**config.mk**
```make
export PLATFORM = sky130hd
export DESIGN_NAME = mvm_stream_driver
export DESIGN_NICKNAME = d
export VERILOG_FILES = /design/src/rtl/mvm_stream_driver.sv
export SDC_FILE = /design/constraint.sdc
export NUM_CORES = 1
export LEC_CHECK = 0
export ABC_AREA = 1
export BUFFER_PORTS_ARGS = -buffer_cell sky130_fd_sc_hd__buf_2
export CAP_MARGIN = 20
export CELL_PAD_IN_SITES_DETAIL_PLACEMENT = 0
export CELL_PAD_IN_SITES_GLOBAL_PLACEMENT = 1
export CORE_ASPECT_RATIO = 1.5
export CORE_MARGIN = 2
export CORE_UTILIZATION = 35
export CTS_CLUSTER_SIZE = 40
export DETAILED_ROUTE_END_ITERATION = 8
export GPL_ROUTABILITY_DRIVEN = 1
export PLACE_DENSITY_LB_ADDON = 0.08
export SYNTH_ARGS = -nofsm -noshare
export SYNTH_HDL_FRONTEND = slang
export SYNTH_SLANG_ARGS = --single-unit
```
**constraint.sdc**
```tcl
create_clock -name clk -period 2.75 [get_ports clk]
set_input_delay 0.4125 -clock clk [delete_from_list [all_inputs] [get_ports clk]]
set_output_delay 0.4125 -clock clk [all_outputs]
set_load 0.05 [all_outputs]
```
**src/rtl/mvm_stream_driver.sv**
```systemverilog
// mvm_stream_driver: streams NUM_TX signed bytes from a host-loaded transmit
// buffer to a downstream engine, then collects NUM_RX signed 16-bit results
// (with overflow flags) into a result buffer the host reads back.
//
// Handshakes: a transfer happens on a rising edge where valid and ready are
// both high. The m_* side is registered: once m_valid rises it stays high and
// m_data stays stable until the transfer. The s_* side is accepted only in
// RECV (s_ready is a pure function of the state).
module mvm_stream_driver #(
   parameter int NUM_TX = 27,
   parameter int NUM_RX = 9
) (
   input  logic                         clk,
   input  logic                         reset,
   input  logic                         wr_en,
   input  logic [$clog2(NUM_TX)-1:0]    wr_addr,
   input  logic signed [7:0]            wr_data,
   input  logic                         start,
   output logic                         m_valid,
   input  logic                         m_ready,
   output logic signed [7:0]            m_data,
   input  logic                         s_valid,
   output logic                         s_ready,
   input  logic signed [15:0]           s_data,
   input  logic                         s_overflow,
   input  logic [$clog2(NUM_RX)-1:0]    rd_addr,
   output logic signed [15:0]           rd_data,
   output logic                         busy,
   output logic                         done,
   output logic [$clog2(NUM_RX+1)-1:0]  ovf_count
);
   localparam int TXW = $clog2(NUM_TX);
   localparam int RXW = $clog2(NUM_RX);
   localparam int CW  = $clog2(NUM_RX + 1);
   localparam int FW  = $clog2(NUM_TX + 1);
   localparam logic [TXW-1:0] TX_LAST   = TXW'(NUM_TX - 1);
   localparam logic [RXW-1:0] RX_LAST   = RXW'(NUM_RX - 1);
   localparam logic [FW-1:0]  FETCH_END = FW'(NUM_TX);

   typedef enum logic [1:0] {IDLE, SEND, RECV, DONE} state_t;

   // state is kept as a plain named signal so checkers can bind to it
   state_t state;
   state_t state_next;

   logic signed [7:0]  tx_mem  [NUM_TX];
   logic signed [15:0] res_mem [NUM_RX];

   logic [TXW-1:0] tx_idx;     // words accepted downstream
   logic [RXW-1:0] rx_idx;     // results accepted
   logic [FW-1:0]  fetch_cnt;  // words read out of tx_mem so far

   logic launch;
   logic tx_hs;
   logic rx_hs;
   logic load_en;
   logic fetch_more;

   assign launch     = (state == IDLE) && start;
   assign tx_hs      = m_valid && m_ready;
   assign rx_hs      = s_valid && s_ready;
   assign fetch_more = (fetch_cnt != FETCH_END);
   // The read register doubles as the output register: reload it whenever it
   // is empty or its word is being taken, so words flow one per cycle.
   assign load_en    = (state == SEND) && (!m_valid || m_ready);

   // State register
   always_ff @(posedge clk) begin
      if (reset) state <= IDLE;
      else       state <= state_next;
   end

   // Next-state logic and state-decoded outputs
   always_comb begin
      state_next = state;
      busy       = (state != IDLE);
      done       = (state == DONE);
      s_ready    = (state == RECV);
      case (state)
         IDLE: if (start) state_next = SEND;
         SEND: if (tx_hs && (tx_idx == TX_LAST)) state_next = RECV;
         RECV: if (rx_hs && (rx_idx == RX_LAST)) state_next = DONE;
         DONE: state_next = IDLE;
         default: state_next = IDLE;
      endcase
   end

   // Host writes into the transmit buffer, allowed only while idle
   always_ff @(posedge clk) begin
      if (wr_en && (state == IDLE)) tx_mem[wr_addr] <= wr_data;
   end

   // Synchronous read of the transmit buffer into the outgoing word register
   always_ff @(posedge clk) begin
      if (load_en && fetch_more) m_data <= tx_mem[fetch_cnt[TXW-1:0]];
   end

   // Outgoing valid and fetch pointer; valid falls after the last word leaves
   always_ff @(posedge clk) begin
      if (reset) begin
         m_valid   <= 1'b0;
         fetch_cnt <= '0;
      end else if (launch) begin
         m_valid   <= 1'b0;
         fetch_cnt <= '0;
      end else if (load_en) begin
         m_valid <= fetch_more;
         if (fetch_more) fetch_cnt <= fetch_cnt + FW'(1);
      end else if (state != SEND) begin
         m_valid <= 1'b0;
      end
   end

   // Job counters: cleared by a launch, stepped by handshakes
   always_ff @(posedge clk) begin
      if (reset || launch) begin
         tx_idx    <= '0;
         rx_idx    <= '0;
         ovf_count <= '0;
      end else begin
         if (tx_hs && (tx_idx != TX_LAST)) tx_idx <= tx_idx + TXW'(1);
         if (rx_hs) begin
            if (rx_idx != RX_LAST) rx_idx <= rx_idx + RXW'(1);
            if (s_overflow) ovf_count <= ovf_count + CW'(1);
         end
      end
   end

   // Result buffer write on each accepted result
   always_ff @(posedge clk) begin
      if (rx_hs) res_mem[rx_idx] <= s_data;
   end

   // Registered result read port; a same-cycle write returns the old word
   always_ff @(posedge clk) begin
      if (reset) rd_data <= '0;
      else       rd_data <= res_mem[rd_addr];
   end

endmodule

```
==> impl_metrics.env, run 1 <==
export IMPL_synth_top_flop_cell="edfxtp_1"
export IMPL_drt_first_iter_violations=632
export IMPL_synthMuxAreaShare_pct=0
export IMPL_ir_drop_v=0.0004873
export IMPL_io_pins=72
export IMPL_die_h_um=272.1
export IMPL_syn_inst=1532
export IMPL_die_x_um=182.8
export IMPL_overflow=0
export IMPL_drc_errors=0
export IMPL_synth_edf_count=368
export IMPL_required_ps=3000
export IMPL_skew_ps=11.75
export IMPL_post_place_ws_ps=587.5
export IMPL_cts_sinks=405
export IMPL_slew_viol_final=0
export IMPL_routedWlPerCell_um=19.75
export IMPL_nFillCells=4577
export IMPL_cts_htree_levels=2
export IMPL_p_leak_uw=0.007742
export IMPL_placed_cell_area_um2=18050
export IMPL_fmax_mhz=466.3
export IMPL_drive_gt1_share_pct=12.00
export IMPL_fin_crit_sh_pct=77.99
export IMPL_utilization_pct=40.85
export IMPL_synth_fa_ha_area_share_pct=0.9695
export IMPL_area_growth_pct=15.53
export IMPL_finalSetupViolCount=0
export IMPL_antenna_found_initial=0
export IMPL_status="completed"
export IMPL_viasPerCell=4.744
export IMPL_routed_wl_mm=44.77
export IMPL_antenna_left=0
export IMPL_seqCellArea_um2=11800
export IMPL_clk_path_buf_depth=3
export IMPL_cts_setup_buffers=0
export IMPL_ys_async_sr_fraction_pct=0
export IMPL_grt_pass1_wl_mm=66.67
export IMPL_hold_buffers=0
export IMPL_fp_row_count=98
export IMPL_startpoint_type="register"
export IMPL_tightest_slew_ps=782.7
export IMPL_rsz0062_at_grt="false"
export IMPL_grt_pass1_vias=10790
export IMPL_synth_nets=1585
export IMPL_crit_arrival_ps=2390
export IMPL_path_clk_slew_ps=60
export IMPL_insertion_delay_ps=550
export IMPL_p_per_area_nw_per_um2=775.4
export IMPL_start_util_pct=35.36
export IMPL_synth_seq_cells=405
export IMPL_cp_max_fo=7
export IMPL_die_area_um2=49740
export IMPL_nets=1689
export IMPL_multi_input_area_um2=3934
export IMPL_synth_top_family_by_area="simple AND/OR/NAND/NOR gates"
export IMPL_worstSetupPathType="reg2reg"
export IMPL_finalPower_uw=15030
export IMPL_seq_area_frac_synth_pct=70.28
export IMPL_relSlewSlack_pct=47.82
export IMPL_drv_cap=0
export IMPL_cts_tree="done"
export IMPL_dpl_hpwl_mm=27.79
export IMPL_dr_pass1_iters=7
export IMPL_root_buffer="clkbuf_16"
export IMPL_fin_area_um2=19380
export IMPL_cts_buffers=42
export IMPL_synthXorXnorAreaFrac_pct=0.3132
export IMPL_hold_path_class="in2reg"
export IMPL_antenna_cells=0
export IMPL_synthSimpleGateAreaFrac_pct=19.96
export IMPL_port_buffers=71
export IMPL_synthDistinctLibCells=26
export IMPL_layout_min_cycle_time_ps=2145
export IMPL_synth_avg_cell_area_um2=10.95
export IMPL_grt_util_all_layers_pct=18.17
export IMPL_grt_max_degree=73
export IMPL_cts_resized=0
export IMPL_end_kind="register"
export IMPL_yosys_warnings=0
export IMPL_hold_violations=0
export IMPL_dr_total_vias=10750
export IMPL_gp_congestion=0.7652
export IMPL_core_um2=47450
export IMPL_synth_compound_area_share_pct=1.954
export IMPL_timing_final_ws_setup_ps=605.4
export IMPL_synthesis_area_um2=16780
## flip-flops by register name (all words and copies together), names as in the netlist, 2 cells and up
register and count:
rx_idx 4, res_mem 144, fetch_cnt 5, ovf_count 4, state 2, tx_mem 216, tx_idx 5, rd_data 16
m_data 8
## critical path, cell delays in order (launching register included)
cell and delay (ps):
dfxtp_1 330, inv_1 130, ha_1 210, nand2_1 100, inv_1 120, nand3_1 440, nor2_1 320, buf_4 200
## stage by stage
stage	TNS, ps	cells	hold WS [ps]
after floorplan	-3047	1532	442.8
after global placement	0	2192	446.2
after detailed placement	0	2192	452.5
after CTS	0	2267	140.2
after global routing	0	2267	161.6
final	0	2267	161.6
## cell usage after synthesis (3+ instances only)
library cell  number  area, um2
nand4_1            5      31.28
buf_6              8      90.09
nand3_1          277       1386
inv_1            182      683.2
xor2_1             4      35.03
o211ai_1          17      127.6
buf_2             34      170.2
dfxtp_1           37      740.7
edfxtp_1         368      11050
inv_2              3      11.26
a21oi_1           30      150.1
buf_1              4      15.01
nor3_1             6      30.03
clkinv_1           4      15.01
o21ai_0            6      30.03
nand2_1          438       1644
ha_1              13      162.7
buf_4              5      37.54
nor2_1            65      244.0
clkbuf_1          19      71.32
## per-layer routing
metal	share of wire, %	global-route usage [%]	vias to the layer above
li1	-	-	5336
met1	38	19.80	5152
met2	56	35.92	197
met3	3.0	2.260	69
met4	2.9	5.815	0
met5	0	0	-
## placed cells by master (no fill, tap or decap), drive strengths merged, types with 5 or more instances in the layout
cell type,count
a21oi,30
buf,130
clkbuf,55
clkinv,19
dfxtp,37
edfxtp,368
ha,13
inv,185
nand2,438
nand3,277
nand4,5
nor2,65
nor3,6
o211ai,17
o21ai,7
## cell families (layout without fill, tap and decap cells)
family / count (synthesis) / after routing
and+or+nand+nor: 793 / 793
DFF: 405 / 405
buffers and inverters: 259 / 394
AOI/OAI and AO/OA: 56 / 56
adders and majority gates: 13 / 13
xor gates and xnor gates: 6 / 6
## area by class of cell
cell class	count	area share, %
flip-flops and latches	405	60.86
multi-input cells	868	20.30
clock buffers	55	5.836
repair buffers	130	4.441
well taps	600	3.873
inverters	189	3.667
clock inverters	20	1.026
## power by group
part | leakage, uW | internal, uW | switching (uW)
Clock | 0.000645 | 3270 | 2330
Combinational | 0.00348 | 616 | 1790
Sequential | 0.00362 | 6910 | 111
Total | 0.00774 | 10800 | 4240
## path summary, 6_finish.rpt
kind,start,slack [ps],endpoint,depth (start not counted)
worst max-delay path,state[0],610,tx_mem[23][2],7
worst min-delay path,s_data[13],160,res_mem[3][13],1
worst max register to register,state[0],610,tx_mem[23][2],7
worst min register to register,res_mem[8][11],460,rd_data[11],2
No activity file was read; power rests on OpenSTA's default activity.
==> inputs of run 2 (changes only) <==
==> constraint.sdc (replaced) <==
create_clock -name clk -period 2.1 [get_ports clk]
set_input_delay 0.315 -clock clk [delete_from_list [all_inputs] [get_ports clk]]
set_output_delay 0.315 -clock clk [all_outputs]
set_load 0.05 [all_outputs]
==> impl_metrics.env, run 2 (synthesis results as in run 1) <==
export IMPL_layout_common_cells="437 x nand2_1, 368 x edfxtp_1, 277 x nand3_1, 181 x inv_1, 71 x buf_2"
export IMPL_grt_pass1_vias=11060
export IMPL_rsz0062_at_grt="false"
export IMPL_relSlewSlack_pct=51.38
export IMPL_final_common_cell="nand2_1"
export IMPL_fp_row_count=98
export IMPL_startpoint_type="register"
export IMPL_dr_pass1_iters=4
export IMPL_hold_violations=0
export IMPL_regMostFlops="tx_mem"
export IMPL_viasPerCell=4.746
export IMPL_top_regs="tx_mem x216, res_mem x144, rd_data x16"
export IMPL_setup_tns_ps=0
export IMPL_p_per_area_nw_per_um2=1000
export IMPL_fin_area_um2=19670
export IMPL_cts_buffers=42
export IMPL_antenna_left=0
export IMPL_p_leak_uw=0.007885
export IMPL_antenna_cells=0
export IMPL_drt_first_iter_violations=504
export IMPL_nets=1707
export IMPL_port_buffers=71
export IMPL_root_buffer="clkbuf_16"
export IMPL_drc_errors=0
export IMPL_cts_tree="done"
export IMPL_area_growth_pct=17.24
export IMPL_insertion_delay_ps=550
export IMPL_drive_gt1_share_pct=12.94
export IMPL_nFillCells=4596
export IMPL_largest_reg_flops=216
export IMPL_dr_total_vias=10840
export IMPL_grt_pass1_wl_mm=68.41
export IMPL_routedWlPerCell_um=19.99
export IMPL_tightest_slew_ps=729.3
export IMPL_dpl_hpwl_mm=28.78
export IMPL_grt_max_degree=60
export IMPL_antenna_found_initial=0
export IMPL_die_area_um2=49740
export IMPL_fmax_mhz=520.6
export IMPL_slew_viol_final=0
export IMPL_hold_path_class="in2reg"
export IMPL_hold_path_depth=1
export IMPL_layout_min_cycle_time_ps=1921
export IMPL_required_ps=1780
export IMPL_skew_ps=14.36
export IMPL_gp_congestion=0.8039
export IMPL_start_util_pct=35.36
export IMPL_crit_arrival_ps=1610
export IMPL_timing_final_ws_setup_ps=179.0
export IMPL_placed_cell_area_um2=18370
export IMPL_grt_util_all_layers_pct=18.59
export IMPL_path_clk_slew_ps=60
export IMPL_ir_drop_v=0.0005340
export IMPL_status="completed"
export IMPL_die_h_um=272.1
export IMPL_core_um2=47450
export IMPL_met1_length_mm=17.48
export IMPL_hold_buffers=0
export IMPL_highest_layer="met4"
export IMPL_end_kind="output port"
export IMPL_cts_resized=0
export IMPL_cp_max_fo=4
export IMPL_cts_sinks=405
export IMPL_fin_crit_sh_pct=91.47
export IMPL_wl_met3_mm=1.140
export IMPL_io_pins=72
export IMPL_dr_wl_met2_mm=25.58
export IMPL_overflow=0
export IMPL_post_place_ws_ps=198.6
export IMPL_finalSetupViolCount=0
export IMPL_drv_cap=0
export IMPL_cts_htree_levels=2
export IMPL_worstSetupPathType="reg2out"
export IMPL_die_x_um=182.8
export IMPL_cts_setup_buffers=0
export IMPL_routed_wl_mm=45.67
export IMPL_r2r_cells=8
export IMPL_clk_path_buf_depth=3
## run 2: changes by cell type in the layout (fill, tap and decap cells not counted), sizes merged
cell    delta
buf       +18
clkbuf     +8
clkinv     -6
bufinv     -2
## run 2: critical path: stages, from the launching register on
cell and delay [ps]:
dfxtp_1 390, inv_1 110, ha_1 230, inv_1 80, buf_2 260
## run 2: cell type report
type	instances	area [um2]	share of cell area, %
sequential	405	11800	59.97
multi-input combinational	868	3979	20.23
clock buffer	63	1191	6.056
timing repair buffer	148	1134	5.763
tap	600	750.7	3.817
inverter	189	710.7	3.613
clock inverter	12	108.9	0.5534
## run 2: path summary, 6_finish.rpt
kind	startpoint	slack, ps	to
setup / recovery	state[1]	180	busy
setup reg to reg	state[0]	220	tx_mem[11][7]
hold / removal	s_data[2]	60	res_mem[8][2]
hold reg to reg	res_mem[8][13]	460	rd_data[13]
## run 2: layer usage
metal  vias up  GRT usage, %
li1       5373             -
met5         -             0
met3        71         2.206
met4         0         6.324
met2       159         36.98
met1      5241         19.96
## run 2: stage by stage
stage / utilization, % / hold slack (ps) / power [uW] / cells
3_3_place_gp: 38.71 / 453.9 / 12800 / 2210
4_1_cts: 41.45 / 42.73 / 20000 / 2285
2_1_floorplan: - / 413.9 / 11470 / 1532
6_report: 41.45 / 64.51 / 19680 / 2285
3_5_place_dp: 38.71 / 451.5 / 12790 / 2210
5_1_grt: 41.45 / 60.01 / 20530 / 2285
## run 2: power by group
part / total [uW] / switching (uW) / internal, uW
logic: 3350 / 2450 / 902
clock network: 7170 / 3020 / 4150
registers: 9160 / 112 / 9050
==> inputs of run 3 (changes only) <==
==> constraint.sdc (replaced) <==
create_clock -name clk -period 2.2 [get_ports clk]
set_input_delay 0.33 -clock clk [delete_from_list [all_inputs] [get_ports clk]]
set_output_delay 0.33 -clock clk [all_outputs]
set_load 0.05 [all_outputs]
==> impl_metrics.env, run 3 (synthesis results as in run 1) <==
export IMPL_dr_total_vias=10900
export IMPL_drc_errors=0
export IMPL_slew_viol_final=0
export IMPL_gp_congestion=0.8067
export IMPL_grt_pass1_vias=11040
export IMPL_drv_cap=0
export IMPL_p_per_area_nw_per_um2=952.7
export IMPL_skew_ps=25.74
export IMPL_die_x_um=182.8
export IMPL_hold_path_class="in2reg"
export IMPL_io_pins=72
export IMPL_nets=1704
export IMPL_finalSetupViolCount=0
export IMPL_startpoint_type="register"
export IMPL_die_h_um=272.1
export IMPL_hold_violations=0
export IMPL_hold_buffers=0
export IMPL_utilization_pct=41.32
export IMPL_routed_wl_mm=46.32
export IMPL_cts_htree_levels=2
export IMPL_antenna_found_initial=0
export IMPL_p_leak_uw=0.007841
export IMPL_r2r_slack_ps=290
export IMPL_fmax_mhz=517.8
export IMPL_dr_pass1_iters=4
export IMPL_end_kind="output port"
export IMPL_cts_sinks=405
export IMPL_antenna_cells=0
export IMPL_port_buffers=71
export IMPL_top_regs="tx_mem x216, res_mem x144, rd_data x16"
export IMPL_grt_max_degree=81
export IMPL_antenna_left=0
export IMPL_core_um2=47450
export IMPL_root_buffer="clkbuf_16"
export IMPL_cts_buffers=41
export IMPL_setup_tns_ps=0
export IMPL_cts_resized=0
export IMPL_tightest_slew_ps=987.5
export IMPL_start_util_pct=35.36
export IMPL_clk_path_buf_depth=3
export IMPL_ir_drop_v=0.0006660
export IMPL_path_clk_slew_ps=60
export IMPL_cp_max_fo=4
export IMPL_grt_pass1_wl_mm=69.21
export IMPL_largest_reg_flops=216
export IMPL_required_ps=1870
export IMPL_dpl_hpwl_mm=28.67
export IMPL_final_common_cell="nand2_1"
export IMPL_overflow=0
export IMPL_status="completed"
export IMPL_area_growth_pct=16.86
export IMPL_layout_common_cells="438 x nand2_1, 368 x edfxtp_1, 277 x nand3_1, 181 x inv_1, 71 x buf_2"
export IMPL_drive_gt1_share_pct=13.12
export IMPL_nFillCells=4607
export IMPL_worstSetupPathType="reg2out"
export IMPL_regMostFlops="tx_mem"
export IMPL_die_area_um2=49740
export IMPL_viasPerCell=4.773
export IMPL_cts_tree="done"
export IMPL_drt_first_iter_violations=537
export IMPL_relSlewSlack_pct=33.92
export IMPL_rsz0062_at_grt="false"
export IMPL_routedWlPerCell_um=20.28
export IMPL_fin_crit_sh_pct=87.79
export IMPL_crit_arrival_ps=1600
export IMPL_insertion_delay_ps=550
export IMPL_cts_setup_buffers=0
export IMPL_grt_util_all_layers_pct=18.93
export IMPL_fp_row_count=98
export IMPL_layout_min_cycle_time_ps=1931
[run 3: cell types whose count changed in the layout (fill, tap and decap cells not counted), moves of 2 or more]
cell / change
clkinv_2: +6
clkbuf_1: -2
nor3_2: +4
clkinv_1: -3
nor3_4: -4
[run 3: final cells by class]
class | count | area (um2) | area share (%)
clock inverters | 16 | 136.4 | 0.6956
repair buffers | 146 | 1106 | 5.641
well taps | 600 | 750.7 | 3.829
clock buffers | 60 | 1170 | 5.967
multi-input cells | 868 | 3936 | 20.08
flip-flops and latches | 405 | 11800 | 60.17
inverters | 189 | 710.7 | 3.625
[run 3: worst max-delay path: stages (launching register included)]
cell and delay [ps]:
dfxtp_1 360, inv_1 100, ha_1 250, inv_1 90, buf_2 260
[run 3: through the flow]
| stage | hold slack, ps | cell area, um2 | setup slack (ps) | total power [uW] | instances |
|---|---|---|---|---|---|
| finish | 70.88 | 19610 | 268.7 | 18680 | 2284 |
| global route | 50.97 | 19610 | 127.9 | 19560 | 2284 |
| CTS | 41.88 | 19610 | 211.3 | 19000 | 2284 |
| detailed placement | 452.8 | 18300 | 281.9 | 12060 | 2208 |
| global placement | 454.0 | 18300 | 214.4 | 12060 | 2208 |
| floorplan | 428.9 | 16820 | 9.664 | 10940 | 1532 |
[run 3: report_power, final]
group / total (uW) / switching, uW / leakage, uW / internal (uW)
combinational: 3040 / 2240 / 0.00358 / 802
sequential: 8760 / 127 / 0.00362 / 8640
clock: 6870 / 2930 / 0.000641 / 3940
total: 18700 / 5300 / 0.00784 / 13400
[run 3: final timing paths]
check                     start             end  cells after the start
setup / recovery       state[0]            busy                      4
hold / removal       s_data[11]  res_mem[5][11]                      1
setup reg to reg   fetch_cnt[1]       m_data[4]                      8
hold reg to reg   res_mem[8][8]      rd_data[8]                      2
[run 3: metal layers]
| metal | GRT usage [%] | wire length, um | vias up |
|---|---|---|---|
| met5 | 0 | 0 | - |
| met4 | 5.518 | 1215 | 0 |
| met3 | 2.420 | 1597 | 62 |
| met2 | 37.44 | 26040 | 185 |
| met1 | 20.79 | 17460 | 5283 |
| li1 | - | - | 5372 |
